### config.mk
export PLATFORM = sky130hd
export DESIGN_NAME = sysid_check_master_flat
export DESIGN_NICKNAME = d
export VERILOG_FILES = /design/src/rtl/sysid_pkg.sv /design/src/rtl/sysid_check_master_if.sv /design/src/rtl/sysid_check_master_avm_single_read.sv /design/src/rtl/sysid_check_master.sv /design/src/flat_wrapper.sv
export SDC_FILE = /design/constraint.sdc
export NUM_CORES = 1
export LEC_CHECK = 0
export ABC_CLOCK_PERIOD_IN_PS = 1700
export CELL_PAD_IN_SITES_DETAIL_PLACEMENT = 0
export CELL_PAD_IN_SITES_GLOBAL_PLACEMENT = 2
export CORE_UTILIZATION = 26
export CTS_CLUSTER_DIAMETER = 80
export DETAILED_ROUTE_END_ITERATION = 6
export GPL_TIMING_DRIVEN = 0
export PLACE_DENSITY_LB_ADDON = 0.1
export REMOVE_ABC_BUFFERS = 1
export SYNTH_ARGS = -nofsm -noshare
export SYNTH_HDL_FRONTEND = slang
export SYNTH_SLANG_ARGS = --single-unit
### constraint.sdc
create_clock -name clock -period 1.7 [get_ports clock]
set_input_delay 0.34 -clock clock [delete_from_list [all_inputs] [get_ports clock]]
set_output_delay 0.34 -clock clock [all_outputs]
set_load 0.03 [all_outputs]
### src/rtl/sysid_pkg.sv
// Shared types and constants for the system-ID boot check.
package sysid_pkg;

   typedef enum logic [2:0] {
      IDLE,
      RD_ID,
      LAT_ID,
      RD_TS,
      LAT_TS,
      FIN
   } sysid_state_t;

   localparam logic SYSID_ADDR_ID = 1'b0;
   localparam logic SYSID_ADDR_TS = 1'b1;

   localparam logic [31:0] SYSID_DEFAULT_ID        = 32'h0000_0000;
   localparam logic [31:0] SYSID_DEFAULT_TIMESTAMP = 32'd1476641584;

   // Stall counter width: wide enough for TIMEOUT_CYCLES, never narrower than 8 bits.
   function automatic int tmo_width(input int cycles);
      int w;
      w = $clog2(cycles + 1);
      return (w < 8) ? 8 : w;
   endfunction

endpackage

### src/rtl/sysid_check_master_if.sv
// Avalon-MM read-only bus between the check master and the system-ID responder.
// Handshake: avm_read is the request valid and !avm_waitrequest is the ready; a
// read transfers in the cycle where avm_read=1 and avm_waitrequest=0. While
// stalled the master holds avm_read and avm_address stable. readdata is sampled
// READ_LATENCY cycles after the transfer cycle (same cycle when 0).
interface sysid_check_master_if;
   logic        avm_address;
   logic        avm_read;
   logic        avm_waitrequest;
   logic [31:0] avm_readdata;

   modport master (
      output avm_address,
      output avm_read,
      input  avm_waitrequest,
      input  avm_readdata
   );

   modport slave (
      input  avm_address,
      input  avm_read,
      output avm_waitrequest,
      output avm_readdata
   );
endinterface

### src/rtl/sysid_check_master_avm_single_read.sv
// One Avalon-MM read: acceptance, fixed-latency data strobe and per-access stall timeout.
module avm_single_read
   import sysid_pkg::*;
#(
   parameter int READ_LATENCY   = 0,
   parameter int TIMEOUT_CYCLES = 255
) (
   input  logic clock,
   input  logic reset,
   input  logic rd_active,    // read strobe is asserted this cycle
   input  logic lat_active,   // waiting out the read latency this cycle
   input  logic waitrequest,
   output logic accepted,
   output logic data_valid,   // readdata is to be captured this cycle
   output logic timed_out
);

   localparam int            CW       = tmo_width(TIMEOUT_CYCLES);
   localparam logic [CW-1:0] TMO_LAST = CW'(TIMEOUT_CYCLES - 1);
   localparam logic [1:0]    LAT_LAST = (READ_LATENCY > 0) ? 2'(READ_LATENCY - 1) : 2'd0;

   logic [CW-1:0] tmo_cnt;
   logic [1:0]    lat_cnt;

   assign accepted   = rd_active && !waitrequest;
   assign timed_out  = rd_active && waitrequest && (tmo_cnt == TMO_LAST);
   assign data_valid = (READ_LATENCY == 0) ? accepted
                                           : (lat_active && (lat_cnt == LAT_LAST));

   // Stall counter: held at zero outside a request phase, so each RD phase starts from 0.
   always_ff @(posedge clock) begin
      if (reset || !rd_active || accepted) tmo_cnt <= '0;
      else if (waitrequest)                tmo_cnt <= tmo_cnt + CW'(1);
   end

   // Latency counter: runs only while waiting for readdata; latency phases never time out.
   always_ff @(posedge clock) begin
      if (reset || !lat_active) lat_cnt <= 2'd0;
      else                      lat_cnt <= lat_cnt + 2'd1;
   end

endmodule

### src/rtl/sysid_check_master.sv
// Boot-time bitstream sanity check: reads system-ID words 0 and 1 and compares them.
module sysid_check_master
   import sysid_pkg::*;
#(
   parameter logic [31:0] EXP_ID         = SYSID_DEFAULT_ID,
   parameter logic [31:0] EXP_TIMESTAMP  = SYSID_DEFAULT_TIMESTAMP,
   parameter int          READ_LATENCY   = 0,
   parameter int          TIMEOUT_CYCLES = 255,
   parameter bit          AUTO_START     = 1'b1
) (
   input  logic                  clock,
   input  logic                  reset,
   input  logic                  start,
   sysid_check_master_if.master  avm,
   output logic                  busy,
   output logic                  done,
   output logic                  pass,
   output logic                  timeout,
   output logic [31:0]           id_value,
   output logic [31:0]           ts_value,
   output sysid_state_t          state_dbg
);

   sysid_state_t state, next_state;
   logic         pending;
   logic         in_rd, in_lat, in_id_phase, in_ts_phase;
   logic         accepted, data_valid, timed_out;

   logic         read_d, address_d, busy_d, done_d, pass_d, timeout_d, pending_d;
   logic [31:0]  id_d, ts_d;

   assign in_rd       = (state == RD_ID)  || (state == RD_TS);
   assign in_lat      = (state == LAT_ID) || (state == LAT_TS);
   assign in_id_phase = (state == RD_ID)  || (state == LAT_ID);
   assign in_ts_phase = (state == RD_TS)  || (state == LAT_TS);
   assign state_dbg   = state;

   avm_single_read #(
      .READ_LATENCY   (READ_LATENCY),
      .TIMEOUT_CYCLES (TIMEOUT_CYCLES)
   ) u_read (
      .clock       (clock),
      .reset       (reset),
      .rd_active   (in_rd),
      .lat_active  (in_lat),
      .waitrequest (avm.avm_waitrequest),
      .accepted    (accepted),
      .data_valid  (data_valid),
      .timed_out   (timed_out)
   );

   // State and registered outputs; reset aborts any access and re-arms auto start.
   always_ff @(posedge clock) begin
      if (reset) begin
         state           <= IDLE;
         pending         <= AUTO_START;
         avm.avm_read    <= 1'b0;
         avm.avm_address <= 1'b0;
         busy            <= 1'b0;
         done            <= 1'b0;
         pass            <= 1'b0;
         timeout         <= 1'b0;
         id_value        <= 32'h0;
         ts_value        <= 32'h0;
      end else begin
         state           <= next_state;
         pending         <= pending_d;
         avm.avm_read    <= read_d;
         avm.avm_address <= address_d;
         busy            <= busy_d;
         done            <= done_d;
         pass            <= pass_d;
         timeout         <= timeout_d;
         id_value        <= id_d;
         ts_value        <= ts_d;
      end
   end

   // Sequencing: word 0, optional latency, word 1, optional latency, report.
   always_comb begin
      next_state = state;
      unique case (state)
         IDLE:   if (start || pending) next_state = RD_ID;
         RD_ID:  if (timed_out)        next_state = FIN;
                 else if (accepted)    next_state = (READ_LATENCY == 0) ? RD_TS : LAT_ID;
         LAT_ID: if (data_valid)       next_state = RD_TS;
         RD_TS:  if (timed_out)        next_state = FIN;
                 else if (accepted)    next_state = (READ_LATENCY == 0) ? FIN : LAT_TS;
         LAT_TS: if (data_valid)       next_state = FIN;
         FIN:                          next_state = IDLE;
         default:                      next_state = IDLE;
      endcase
   end

   // Next values of the registered outputs, derived from the upcoming state and capture events.
   always_comb begin
      read_d    = (next_state == RD_ID) || (next_state == RD_TS);
      address_d = ((next_state == RD_TS) || (next_state == LAT_TS)) ? SYSID_ADDR_TS : SYSID_ADDR_ID;
      busy_d    = (next_state != IDLE);
      done_d    = (next_state == FIN);
      pending_d = pending;
      pass_d    = pass;
      timeout_d = timeout;
      id_d      = id_value;
      ts_d      = ts_value;
      if ((state == IDLE) && (next_state == RD_ID)) begin
         pending_d = 1'b0;
         pass_d    = 1'b0;
         timeout_d = 1'b0;
         id_d      = 32'h0;
         ts_d      = 32'h0;
      end
      if (data_valid && in_id_phase) id_d = avm.avm_readdata;
      if (data_valid && in_ts_phase) begin
         ts_d   = avm.avm_readdata;
         pass_d = (id_value == EXP_ID) && (avm.avm_readdata == EXP_TIMESTAMP);
      end
      if (timed_out) begin
         timeout_d = 1'b1;
         pass_d    = 1'b0;
      end
   end

endmodule

### src/flat_wrapper.sv
// flat-port wrapper written by rule: the top's interface ports become plain ports
module sysid_check_master_flat import sysid_pkg::*;
#(
   parameter logic [31:0] EXP_ID         = SYSID_DEFAULT_ID,
   parameter logic [31:0] EXP_TIMESTAMP  = SYSID_DEFAULT_TIMESTAMP,
   parameter int          READ_LATENCY   = 0,
   parameter int          TIMEOUT_CYCLES = 255,
   parameter bit          AUTO_START     = 1'b1
)
  (clock, reset, start, busy, done, pass, timeout, id_value, ts_value, state_dbg, avm_avm_address, avm_avm_read, avm_avm_waitrequest, avm_avm_readdata);
  sysid_check_master_if avm_i ();
  input  logic clock;
  input  logic reset;
  input  logic start;
  output logic busy;
  output logic done;
  output logic pass;
  output logic timeout;
  output logic [31:0] id_value;
  output logic [31:0] ts_value;
  output sysid_state_t state_dbg;
  output wire logic [$bits(avm_i.avm_address)-1:0] avm_avm_address;
  output wire logic [$bits(avm_i.avm_read)-1:0] avm_avm_read;
  input wire logic [$bits(avm_i.avm_waitrequest)-1:0] avm_avm_waitrequest;
  input wire logic [$bits(avm_i.avm_readdata)-1:0] avm_avm_readdata;
  assign avm_avm_address = avm_i.avm_address;
  assign avm_avm_read = avm_i.avm_read;
  assign avm_i.avm_waitrequest = avm_avm_waitrequest;
  assign avm_i.avm_readdata = avm_avm_readdata;
  sysid_check_master #(.EXP_ID(EXP_ID), .EXP_TIMESTAMP(EXP_TIMESTAMP), .READ_LATENCY(READ_LATENCY), .TIMEOUT_CYCLES(TIMEOUT_CYCLES), .AUTO_START(AUTO_START)) u_core (.clock(clock), .reset(reset), .start(start), .avm(avm_i), .busy(busy), .done(done), .pass(pass), .timeout(timeout), .id_value(id_value), .ts_value(ts_value), .state_dbg(state_dbg));
endmodule
==> impl_metrics.yaml <==
timing:
  fin_skew_ns: 0.004541
  finalMaxSlewViolations: 0
  period_needed_ns: 1.662
  setup_violations: 0
  fmax_ghz: 0.6018
  finalHoldViolCount: 0
  setup_ws_ns: 0.03836
  worstMarginPinSlew_ns: 0.7802
  rsz0062_at_grt: "false"
  relSlewSlack_pct: 47.99
  fin_crit_sh_pct: 97.74
worst_hold_path:
  hold_depth: 3
  hold_class: "input port to flip-flop"
  hold_end: "u_core.id_value[26]$_SDFFE_PP0P_"
  min_from: "avm_avm_readdata[26]"
worst_setup_path:
  rr_worst_depth: 5
  worstPathCellList: "clkdlybuf4s50_1"
  critical_path_class: "flip-flop to output port"
  crit_path_start_kind: "flip-flop"
  cp.buffers_inverters: 1
  critPathMaxStageDelay_ns: 0.67
  crit_family: "buffers and inverters"
  crit_path_end_kind: "output port"
  worst-path-max-fanout: 1
  rrSetupSlack_ns: 0.12
  r2r_end: "u_core.pass$_SDFFE_PP0P_"
  crit_required_ns: 1.36
  r2r-start: "u_core.id_value[25]$_SDFFE_PP0P_"
  cp.arrival_ns: 1.32
  worst_path_max_delay_cell: "clkdlybuf4s50_1"
drt:
  avgViaCountPerCell: 4.933
  drt_iter0_drc: 136
  ant_nets: 0
  wl_mm: 9.758
  vias: 2856
  wl_per_cell_um: 16.85
  drc: 0
  first_pass_iters: 4
clock_tree:
  cts_root_buf: "clkbuf_16"
  clk_pin_slew_worst_paths_ns: 0.06
  htreeDepth: 3
  clock_latency_ns: 0.33
  cts_tree: "built"
  clock_path_buffers: 2
  cts.sinks: 82
  cts_made_buffers: 9
  hold_buffers: 0
pwr:
  power.leakage_nw: 2.436
  p_switching_mw: 1.351
  swShare_pct: 27.50
  power_frac_clock_pct: 40.5
  pwr-share-seq_pct: 41.7
  combPwrFrac_pct: 17.8
  power.density_nw_per_um2: 1020
  internal_power_mw: 3.562
  vdd_drop_max_mv: 0.6366
floorplanning:
  fp.coreArea_um2: 11080
  io_pins: 109
  die_area_um2: 12030
  die_x_um: 109.7
  rows: 38
  initial_utilization_pct: 27.21
  die_y_um: 109.7
grt:
  grt_pass1_vias: 2690
  grt_pass1_wl_mm: 15.06
  track_usage_pct: 16.94
  grt_max_degree: 41
  grt_overflow: 0
  antenna_found_initial: 0
logic_synthesis:
  synthesis.area_um2: 3014
  synth_ff_type: "dfxtp_1"
  yosys_warnings: 0
  seq_area_frac_synth_pct: 54.46
  ys_async_sr_fraction_pct: 0
  synth_edf_count: 0
  synth_top_cell_area_share_pct: 54.46
  synth.avg_cell_area_um2: 9.419
  ys_top_cells_by_area: "dfxtp_1 (54%), a22oi_1 (16%), nor2_1 (9.8%), buf_2 (2.3%), nor4_1 (2.3%)"
  yosys.area.top_type: "dfxtp_1"
  synth-seq-cells: 82
  syn_inst: 320
  synth_cell_types: 34
place:
  dp_slack_ns: -1.086
  portBuffers: 108
  hpwlAfterDp_mm: 6.568
  gp_congestion: 0.6857
  placedInstanceArea_um2: 4274
finish:
  area_growth_pct: 59.73
  diodes: 0
  drive_above_1_share_pct: 13.21
  nFillCells: 1137
  mostFrequentLayoutCell: "dfxtp_1"
  design_area_um2: 4815
  final_cell_mix: "dfxtp_1 (79), nor2_1 (78), a22oi_1 (65), dlygate4sd2_1 (65), dlymetal6s2s_1 (31)"
  regArea_um2: 1645
  nets: 472
  multi_input_area_um2: 1406
job:
  drv_cap: 0
status:
  status: "finished, final reports clean"
[power groups by stage]
stage / logic (mW) / registers, mW / clock network, mW
finish: 0.875 / 2.05 / 1.99
global route: 0.939 / 2.06 / 2.13
CTS: 0.888 / 2.04 / 2.06
detailed placement: 0.781 / 2.08 / 0
global placement: 0.734 / 2.08 / 0
floorplan: 0.253 / 2.19 / 0
[tightest hold or removal path: stages]
cell and delay (ns):
dlymetal6s2s_1 0.13, a22oi_1 0.10, nor2_1 0.08
[how the worst max path moves through the flow]
stage | to | cells after the start | start
2_1_floorplan | u_core.id_value[0]$_SDFFE_PP0P_ | 5 | u_core.state_dbg[0]$_SDFF_PP0_
3_3_place_gp | u_core.id_value[22]$_SDFFE_PP0P_ | 5 | avm_avm_waitrequest
3_5_place_dp | u_core.id_value[22]$_SDFFE_PP0P_ | 8 | avm_avm_waitrequest
4_1_cts | ts_value[30] | 1 | u_core.ts_value[30]$_SDFFE_PP0P_
5_1_grt | u_core.id_value[4]$_SDFFE_PP0P_ | 8 | u_core.state_dbg[2]$_SDFF_PP0_
6_report | avm_avm_read | 1 | u_core.avm.avm_read$_SDFF_PP0_
[per-stage QoR]
step           hold slack (ns)  total power, mW  TNS (ns)  std cells  utilization, %
2_1_floorplan           0.4091            2.441    -57.34        298               -
3_3_place_gp            0.4436            2.817   -203.07        546           37.64
3_5_place_dp            0.4623            2.864    -64.70        552           38.58
4_1_cts                 0.4565            4.994         0        578           42.49
5_1_grt                 0.3433            5.122         0        579           43.46
6_report                0.3440            4.913         0        579           43.46
[per-layer routing]
metal	vias up	global-route usage [%]	routed length (µm)
li1	1394	-	-
met1	1375	22.53	4626
met2	79	25.97	4442
met3	8	4.979	564
met4	0	6.000	125
met5	-	0	0
[final cells by class]
| cell class | instances | share of cell area, % |
|---|---|---|
| inverter | 2 | 0.1559 |
| clock buffer | 11 | 5.249 |
| sequential | 82 | 34.17 |
| tap | 140 | 3.638 |
| timing repair buffer | 124 | 26.48 |
| clock inverter | 5 | 1.091 |
| multi-input combinational | 215 | 29.21 |
[Yosys cell counts (2+ instances only)]
library cell	number
ha_1	2
a21o_1	2
o21ai_0	5
nand4_1	9
dfxtp_1	82
nor4_1	11
inv_1	2
nor4b_1	2
or3_1	2
nor2_1	79
a22oi_1	65
buf_2	14
nand2b_1	2
xor2_1	4
nor3_1	2
nor2b_1	3
a211oi_1	2
nand2_1	6
a21oi_1	5
clkbuf_1	7
[state kept, by name (all words and copies together), names as in the netlist]
signal,count
u_core.busy,1
u_core.state_dbg,3
u_core.avm.avm_address,1
u_core.timeout,1
u_core.done,1
u_core.u_read.tmo_cnt,8
u_core.avm.avm_read,1
u_core.ts_value,32
u_core.pass,1
u_core.pending,1
u_core.id_value,32
[timing repair]
action	CTS	global route
endpoints found under the setup margin	115	86
gates cloned	1	0
pin swaps	11	7
buffers inserted	9	1
resized for setup	83	39
endpoints found under the hold margin	0	0
[kinds of logic (layout without fill, tap and decap cells)]
logic type / Yosys count / after routing / share of synthesized area (%)
AO/OA/AOI/OAI: 81 / 81 / 19.39
AND/OR/NAND/NOR: 127 / 128 / 20.59
flip-flops: 82 / 82 / 54.46
adder cells (fa/ha/maj): 2 / 2 / 0.8301
buffers and inverters: 24 / 142 / 3.570
XOR/XNOR: 4 / 4 / 1.162
Power figures use the tool's default switching activity.
